**src/rtl/sensor_stream_source_pkg.sv**
```systemverilog
// rtl/sensor_stream_source_pkg.sv - shared state encoding and counter widths for the sensor stream source
package sensor_stream_source_pkg;

  typedef enum logic [2:0] {
    ST_IDLE,
    ST_ACCUM,
    ST_EMIT,
    ST_GAP_WAIT,
    ST_HOLDOFF
  } state_t;

  localparam int GAP_MAX     = 15;
  localparam int HOLDOFF_MAX = 255;
  localparam int GAP_CNT_W   = $clog2(GAP_MAX + 1);
  localparam int HOLD_CNT_W  = $clog2(HOLDOFF_MAX + 1);

  // Wide enough to hold 2^avg_log2 full-scale samples without overflow.
  function automatic int acc_width(input int data_w, input int avg_log2);
    return data_w + avg_log2;
  endfunction

endpackage

```
**src/rtl/sensor_stream_source_sample_averager.sv**
```systemverilog
// rtl/sensor_stream_source_sample_averager.sv - group accumulator with truncating power-of-two average
module sample_averager
  import sensor_stream_source_pkg::*;
#(
  parameter int DATA_W   = 8,
  parameter int AVG_LOG2 = 2
) (
  input  logic              clk,
  input  logic              reset,
  input  logic              clear,
  input  logic              add,
  input  logic [DATA_W-1:0] data,
  output logic              group_done,
  output logic [DATA_W-1:0] avg
);

  localparam int ACC_W = acc_width(DATA_W, AVG_LOG2);
  localparam int CNT_W = (AVG_LOG2 > 0) ? AVG_LOG2 : 1;
  localparam logic [CNT_W-1:0] LAST = CNT_W'((1 << AVG_LOG2) - 1);

  logic [ACC_W-1:0] acc;
  logic [ACC_W-1:0] sum;
  logic [CNT_W-1:0] cnt;

  assign sum        = acc + ACC_W'(data);
  assign group_done = add & (cnt == LAST);
  assign avg        = DATA_W'(sum >> AVG_LOG2);

  always_ff @(posedge clk or posedge reset) begin
    if (reset) begin
      acc <= '0;
      cnt <= '0;
    end else if (clear || group_done) begin
      acc <= '0;
      cnt <= '0;
    end else if (add) begin
      acc <= sum;
      cnt <= cnt + CNT_W'(1);
    end
  end

endmodule

```
**src/rtl/sensor_stream_source.sv**
```systemverilog
// rtl/sensor_stream_source.sv - paced averaging sample source with anomaly hold-off
module sensor_stream_source
  import sensor_stream_source_pkg::*;
#(
  parameter int DATA_W   = 8,
  parameter int AVG_LOG2 = 2,
  parameter int GAP      = 3,
  parameter int HOLDOFF  = 16
) (
  input  logic              clk,
  input  logic              reset,
  input  logic              enable,
  input  logic [DATA_W-1:0] adc_data,
  input  logic              adc_valid,
  output logic              adc_ready,
  input  logic              anomaly_detected,
  output logic [DATA_W-1:0] data_input,
  output logic              data_valid,
  output logic              holdoff_active,
  output logic [15:0]       sample_count
);

  localparam logic [GAP_CNT_W-1:0]  GAP_LOAD  = GAP_CNT_W'((GAP > 0) ? GAP - 1 : 0);
  localparam logic [HOLD_CNT_W-1:0] HOLD_LOAD = HOLD_CNT_W'(HOLDOFF - 1);

  state_t                state;
  logic [GAP_CNT_W-1:0]  gap_cnt;
  logic [HOLD_CNT_W-1:0] hold_cnt;
  logic                  clear;
  logic                  add;
  logic                  group_done;
  logic [DATA_W-1:0]     avg;

  assign adc_ready = (state == ST_ACCUM);
  // A transfer coinciding with an anomaly or enable drop is taken but thrown away.
  assign clear     = adc_ready & (anomaly_detected | ~enable);
  assign add       = adc_ready & adc_valid & ~clear;

  sample_averager #(
    .DATA_W  (DATA_W),
    .AVG_LOG2(AVG_LOG2)
  ) u_averager (
    .clk       (clk),
    .reset     (reset),
    .clear     (clear),
    .add       (add),
    .data      (adc_data),
    .group_done(group_done),
    .avg       (avg)
  );

  always_ff @(posedge clk or posedge reset) begin
    if (reset) begin
      state          <= ST_IDLE;
      gap_cnt        <= '0;
      hold_cnt       <= '0;
      data_input     <= '0;
      data_valid     <= 1'b0;
      holdoff_active <= 1'b0;
      sample_count   <= '0;
    end else begin
      data_valid <= 1'b0;
      case (state)
        ST_IDLE: begin
          if (enable) state <= ST_ACCUM;
        end
        ST_ACCUM: begin
          if (anomaly_detected) begin
            state          <= ST_HOLDOFF;
            hold_cnt       <= HOLD_LOAD;
            holdoff_active <= 1'b1;
          end else if (!enable) begin
            state <= ST_IDLE;
          end else if (group_done) begin
            state      <= ST_EMIT;
            data_input <= avg;
            data_valid <= 1'b1;
            if (sample_count != 16'hFFFF) sample_count <= sample_count + 16'd1;
          end
        end
        ST_EMIT: begin
          if (anomaly_detected) begin
            state          <= ST_HOLDOFF;
            hold_cnt       <= HOLD_LOAD;
            holdoff_active <= 1'b1;
          end else if (GAP > 0) begin
            state   <= ST_GAP_WAIT;
            gap_cnt <= GAP_LOAD;
          end else begin
            state <= enable ? ST_ACCUM : ST_IDLE;
          end
        end
        ST_GAP_WAIT: begin
          if (anomaly_detected) begin
            state          <= ST_HOLDOFF;
            hold_cnt       <= HOLD_LOAD;
            holdoff_active <= 1'b1;
          end else if (gap_cnt == '0) begin
            state <= enable ? ST_ACCUM : ST_IDLE;
          end else begin
            gap_cnt <= gap_cnt - GAP_CNT_W'(1);
          end
        end
        ST_HOLDOFF: begin
          if (anomaly_detected) begin
            hold_cnt <= HOLD_LOAD;
          end else if (hold_cnt == '0) begin
            state          <= enable ? ST_ACCUM : ST_IDLE;
            holdoff_active <= 1'b0;
          end else begin
            hold_cnt <= hold_cnt - HOLD_CNT_W'(1);
          end
        end
        default: begin
          state          <= ST_IDLE;
          holdoff_active <= 1'b0;
        end
      endcase
    end
  end

endmodule

```
**config.mk**
```make
export PLATFORM = sky130hd
export DESIGN_NAME = sensor_stream_source
export DESIGN_NICKNAME = d
export VERILOG_FILES = /design/src/rtl/sensor_stream_source_pkg.sv /design/src/rtl/sensor_stream_source_sample_averager.sv /design/src/rtl/sensor_stream_source.sv
export SDC_FILE = /design/constraint.sdc
export NUM_CORES = 1
export LEC_CHECK = 0
export ABC_AREA = 1
export CAP_MARGIN = 0
export CORE_ASPECT_RATIO = 1.1
export CORE_MARGIN = 1
export CORE_UTILIZATION = 50
export DETAILED_ROUTE_END_ITERATION = 16
export PLACE_DENSITY = 0.73
export SLEW_MARGIN = 20
export SYNTH_ARGS = -nofsm -noshare
export SYNTH_HDL_FRONTEND = slang
export SYNTH_SLANG_ARGS = --single-unit
```
**constraint.sdc**
```tcl
create_clock -name clk -period 4 [get_ports clk]
set_clock_uncertainty 0.05 [all_clocks]
set_input_delay 0.6 -clock clk [delete_from_list [all_inputs] [get_ports clk]]
set_output_delay 0.6 -clock clk [all_outputs]
set_load 0.05 [all_outputs]
```
==> results of run 1 <==
## area by class of cell
type / instances / area share [%]
flip-flops and latches: 53 / 34.7
multi-input cells: 320 / 44.0
inverters: 59 / 5.79
clock buffers: 5 / 1.80
repair buffers: 41 / 10.6
clock inverters: 3 / 0.556
well taps: 80 / 2.62
## metal layers
metal  vias up  GRT usage, %  share of wire (%)
li1       1484             -                  -
met1      1381          29.4                 47
met2        76          38.5                 48
met3        11          3.77                3.8
met4         0          6.28                1.3
met5         -             0                  0
## per-stage QoR
step                      util [%]  worst slack, ns  std cells
after floorplan                  -             2.03        438
after global placement        60.0             1.27        553
after detailed placement      60.0             1.19        553
after CTS                     61.4             1.45        561
after global routing          61.4             1.36        561
final                         61.4             1.47        561
## worst reg2reg max path, cell delays in order, from the launching register on
cell and delay, ns:
dfrtp_1 0.42, inv_1 0.13, nand3_2 0.12, nor2_4 0.12, nand2_4 0.14, inv_2 0.09
nand2_2 0.17, nor2_4 0.33, buf_4 0.30, nand2_1 0.10, o21ai_2 0.06
## power by group through the flow
stage	Combinational, uW	Clock [uW]	Sequential (uW)
after floorplan	52.6	0	564
after global placement	87.1	0	558
after detailed placement	89.3	0	558
after CTS	89.5	322	548
after global routing	98.6	344	549
final	88.0	315	548
## layout by cell type (no fill, tap or decap)
cell             count
a211oi_1             1
nand2_4              1
nand4_1             12
nor2_4               3
inv_1               54
nand3_2              1
clkinv_2             1
o21a_1               1
nand3b_1             6
nor4_1               1
nor3_1               2
clkinvlp_4           1
xor2_1              11
inv_2                5
nand3_1             51
xnor2_1              1
ha_1                14
a21boi_0             1
dfrtp_1             53
clkbuf_8             5
buf_4                2
nand2_1            134
o21ai_0             20
nor2_2               3
a21oi_1              7
nor2_1              33
fa_1                 1
nand2_2              6
o21ai_2              9
inv_6                1
clkdlybuf4s50_1     39
nor3_4               1
## path summary, 6_finish.rpt
path | slack [ns] | depth (start not counted) | end
hold / removal | 0.45 | 2 | data_input[3]
setup reg to reg | 1.94 | 10 | sample_count[9]
min in group asynchronous | 0.70 | 2 | hold_cnt[4]
max in group asynchronous | 2.47 | 3 | sample_count[11]
setup / recovery | 1.47 | 4 | adc_ready
hold reg to reg | 0.45 | 2 | data_input[3]
## sequential cells by signal (all words and copies together) (netlist names)
signal	count
data_input	8
u_averager.acc	10
gap_cnt	4
holdoff_active	1
u_averager.cnt	2
data_valid	1
sample_count	16
state	3
hold_cnt	8
## cell families after synthesis
| family | after synthesis | synth area share [%] |
|---|---|---|
| xor+xnor | 12 | 3.21 |
| compound gates | 39 | 7.22 |
| simple gates | 254 | 35.0 |
| fa+ha+maj | 15 | 5.96 |
| buf+inv | 65 | 8.17 |
| flops | 53 | 40.5 |
==> results.json, run 1 <==
{
  "syn_to_final_growth_pct": 16.8,
  "layout_min_cycle_time_ns": 2.53,
  "antenna_found_initial": 0,
  "grt_pass1_vias": 2783,
  "first_iter_violations": 134,
  "powerDensity_nw_per_um2": 248,
  "ys_top_cells_by_area": "dfrtp_1 40%, nand2_1 15%, nand3_1 7.8%",
  "yosysMostFrequentCell": "nand2_1",
  "status": "completed",
  "swShare_pct": 26.2,
  "hp-class": "flop to flop",
  "crit_family": "buffers and inverters",
  "num_rows": 30,
  "fp.dieArea_sq_um": 6880,
  "insertion_delay_ns": 0.31,
  "worstHoldStart": "data_input[3]",
  "dr.pass1.iters": 6,
  "clock_sinks": 53,
  "synth_top_area_share_pct": 40.5,
  "cp_slowest_stage_delay_ns": 0.80,
  "final-seq-area_sq_um": 1330,
  "cts_resized": 0,
  "arrival_ns": 1.88,
  "syn_nets": 466,
  "grt_first_pass_wirelength_mm": 12.3,
  "cts_root_buffer": "clkbuf_8",
  "fin_area_sq_um": 3830,
  "die_h_microns": 86.9,
  "rsz0062_at_grt": "no",
  "dp_hpwl_mm": 5.35,
  "leakage_uw": 0.00202,
  "multi_input_area_sq_um": 1680,
  "ys_seq_elements": 53,
  "worst_pin_slew_ns": 0.831,
  "totalWireLength_mm": 7.17,
  "ant_nets": 0,
  "nFillCells": 574,
  "place_area_sq_um": 3740,
  "seq_power_share_pct": 57.6,
  "finalSetupViolations": 0,
  "start_util_pct": 52.6,
  "synth_edf_count": 0,
  "reg2reg_from": "state[2]",
  "fmax_mhz": 396,
  "synth-async-reset-ratio_pct": 100,
  "antenna_cells": 0,
  "drv_cap": 0,
  "finalMaxSlewViolations": 0,
  "p_total_uw": 951,
  "vias": 2952,
  "ys.flop_type": "dfrtp_1",
  "synthTopCellsByCount": "134 x nand2_1, 55 x inv_1, 53 x dfrtp_1, 51 x nand3_1, 33 x nor2_1",
  "tritoncts": "yes",
  "ios": 40,
  "drcViolationCount": 0,
  "required_ns": 3.35,
  "core_sq_um": 6230,
  "place_congestion": 0.970,
  "tns_ns": 0,
  "yosysSeqAreaShare_pct": 40.5,
  "syn_area_per_cell_sq_um": 7.48,
  "path_cells": "inv_1, nand3_2, inv_1, clkdlybuf4s50_1",
  "cp-end-kind": "output port",
  "worst-path-buf-inv": 3,
  "cts_setup_buffers": 0,
  "numCtsBuffers": 5,
  "whs_ns": 0.445,
  "synth_warnings": 0,
  "grt-ovfl-total": 0,
  "drive_above_1_share_pct": 8.11,
  "htree_levels": 2,
  "vias_per_cell": 5.26,
  "power.share.clock_pct": 33.1,
  "yosysTopAreaCell": "dfrtp_1",
  "netlist_area_sq_um": 3280,
  "cts.clk_slew.worst_paths_ns": 0.10,
  "num-nets-final": 508,
  "p_switching_uw": 249,
  "vdd_drop_max_uv": 172,
  "cp-start-kind": "flop",
  "chipWidth_microns": 79.2,
  "io_buffers": 39,
  "fin_crit_sh_pct": 63.2,
  "final_hold_viol_count": 0,
  "wl_per_cell_microns": 12.8,
  "p_comb_share_pct": 9.3,
  "hold_buffers": 0,
  "synth_cells": 438,
  "clk_path_buf_depth": 2,
  "critPathMaxFanout": 4,
  "slew_headroom_pct": 44.5,
  "synth.distinct_cells": 29,
  "p_int_uw": 702,
  "worstSetupPathType": "flop to output port",
  "grt_max_degree": 40,
  "cp_slowest_cell": "clkdlybuf4s50_1",
  "cpMostUsedCell": "inv_1",
  "setup.worst_path.start": "state[2]",
  "grt_util_all_layers_pct": 22.5
}
Note: power is estimated with default switching activity, not from simulation.
==> run 2, diff against run 1 <==
- clock period: 4 -> 2.5 ns (I/O delays scaled with it)
==> run 2 against run 1 <==
- hold slack got worse by 0.071 ns
- final cell count rose by 0.53%
- sequential share of layout area fell by 0.55 points
- non-clock buffer count rose by 3
- design area rose by 1.6%
- critical path depth did not move
- combinational power rose by 67%
- first-iteration DRC count fell by 14%
- sequential power rose by 60%
- wire length fell by 0.92%
- die area did not move
==> results.json, run 2 (synthesis results as in run 1) <==
{
  "tritoncts": "yes",
  "fp.dieArea_sq_um": 6880,
  "critPathMaxFanout": 4,
  "drv_cap": 0,
  "vias": 2918,
  "drive_above_1_share_pct": 8.47,
  "regMostFlops": "sample_count",
  "grt_util_all_layers_pct": 21.9,
  "finalMaxSlewViolations": 0,
  "first_iter_violations": 115,
  "grt-ovfl-total": 0,
  "largest_register_ffs": 16,
  "layout_min_cycle_time_ns": 2.30,
  "cp-end-kind": "output port",
  "vdd_drop_max_uv": 278,
  "io_buffers": 39,
  "htree_levels": 2,
  "mostFrequentLayoutCell": "nand2_1",
  "drcViolationCount": 0,
  "ant_nets": 0,
  "worst_pin_slew_ns": 0.561,
  "cp-start-kind": "flop",
  "vias_per_cell": 5.17,
  "multi_input_area_sq_um": 1680,
  "cts_resized": 0,
  "reg2reg_slack_ns": 0.63,
  "antenna_found_initial": 0,
  "fmax_mhz": 435,
  "worstSetupPathType": "flop to output port",
  "regToRegEndpoint": "sample_count[9]",
  "totalWireLength_mm": 7.11,
  "grt_max_degree": 31,
  "insertion_delay_ns": 0.31,
  "cts.clk_slew.worst_paths_ns": 0.10,
  "cts_root_buffer": "clkbuf_8",
  "leakage_uw": 0.00205,
  "final_hold_viol_count": 0,
  "fin_crit_sh_pct": 91.9,
  "setup_slack_ns": 0.202,
  "reg2reg_from": "sample_count[0]",
  "syn_to_final_growth_pct": 18.6,
  "hp-class": "input port to asynchronous set/reset pin",
  "dr.pass1.iters": 5,
  "finalSetupViolations": 0,
  "worst-r2r-cell-count": 9,
  "rsz0062_at_grt": "no",
  "num-nets-final": 511,
  "core_sq_um": 6230,
  "final_cell_mix": "134 x nand2_1, 54 x inv_1, 53 x dfrtp_1",
  "die_h_microns": 86.9,
  "grt_first_pass_wirelength_mm": 11.8,
  "reg.largest.list": "sample_count x16, u_averager.acc x10",
  "required_ns": 2.08,
  "powerDensity_nw_per_um2": 422,
  "start_util_pct": 52.6,
  "cts_setup_buffers": 0,
  "clk_path_buf_depth": 2,
  "numCtsBuffers": 5,
  "wl_per_cell_microns": 12.6,
  "arrival_ns": 1.87,
  "hold_buffers": 0,
  "final-seq-area_sq_um": 1330,
  "place_congestion": 0.905,
  "status": "completed",
  "dp_hpwl_mm": 5.19,
  "tns_ns": 0,
  "clock_sinks": 53,
  "slew_headroom_pct": 62.5,
  "nFillCells": 570,
  "chipWidth_microns": 79.2,
  "ios": 40,
  "num_rows": 30,
  "antenna_cells": 0,
  "dp_slack_ns": 0.261,
  "grt_pass1_vias": 2650
}
==> run 2: cell types whose count changed in the layout (fill, tap and decap cells not counted), sizes merged <==
cell      previous run  this run
bufinv               0         1
clkbuf               5         7
buf                  2         5
clkinvlp             1         0
inv                 60        59
clkinv               1         0
==> run 2: through the flow <==
step | hold WS, ns | std cells | power [uW] | cell area, sq um | utilization (%)
global placement | 0.411 | 556 | 1040 | 3770 | 60.5
finish | 0.375 | 564 | 1640 | 3890 | 62.4
detailed placement | 0.422 | 556 | 1040 | 3770 | 60.5
CTS | 0.388 | 564 | 1660 | 3890 | 62.4
global route | 0.425 | 564 | 1710 | 3890 | 62.4
floorplan | 0.424 | 438 | 986 | 3280 | -
==> run 2: per-layer routing <==
metal  up-vias  track usage [%]  routed length [microns]
li1       1489                -                        -
met4         0             6.45                       70
met2        63             36.1                     3340
met3         7             3.14                      278
met5         -                0                        0
met1      1359             29.9                     3420
==> run 2: final cells by class <==
type	count	area share (%)
tap	80	2.57
clock inverter	1	0.772
multi-input combinational	320	43.3
clock buffer	7	2.22
inverter	59	5.70
timing repair buffer	44	11.3
sequential	53	34.1
==> run 2: worst max path at each step <==
stage                          startpoint           endpoint  slack [ns]  cells past startpoint
after CTS                        state[2]          adc_ready        0.18                      4
final                            state[2]          adc_ready        0.20                      4
after global placement        adc_data[0]  u_averager.acc[6]        0.31                     10
after floorplan           sample_count[0]    sample_count[2]        0.53                      9
after detailed placement      adc_data[0]      data_input[4]        0.26                     10
after global routing             state[2]          adc_ready        0.10                      4
==> run 2: power by group <==
| part | switching (uW) | total, uW | internal (uW) | leakage, uW |
|---|---|---|---|---|
| sequential | 7.28 | 876 | 869 | 0.000646 |
| combinational | 89.3 | 147 | 57.3 | 0.00135 |
| clock | 293 | 620 | 327 | 0.0000585 |
| total | 389 | 1640 | 1250 | 0.00205 |
==> run 2: worst max-delay path, cell delays in order, from the launching register on <==
cell and delay [ns]:
dfrtp_1 0.41, inv_1 0.13, nand3_2 0.12, inv_1 0.10
clkdlybuf4s50_1 0.80
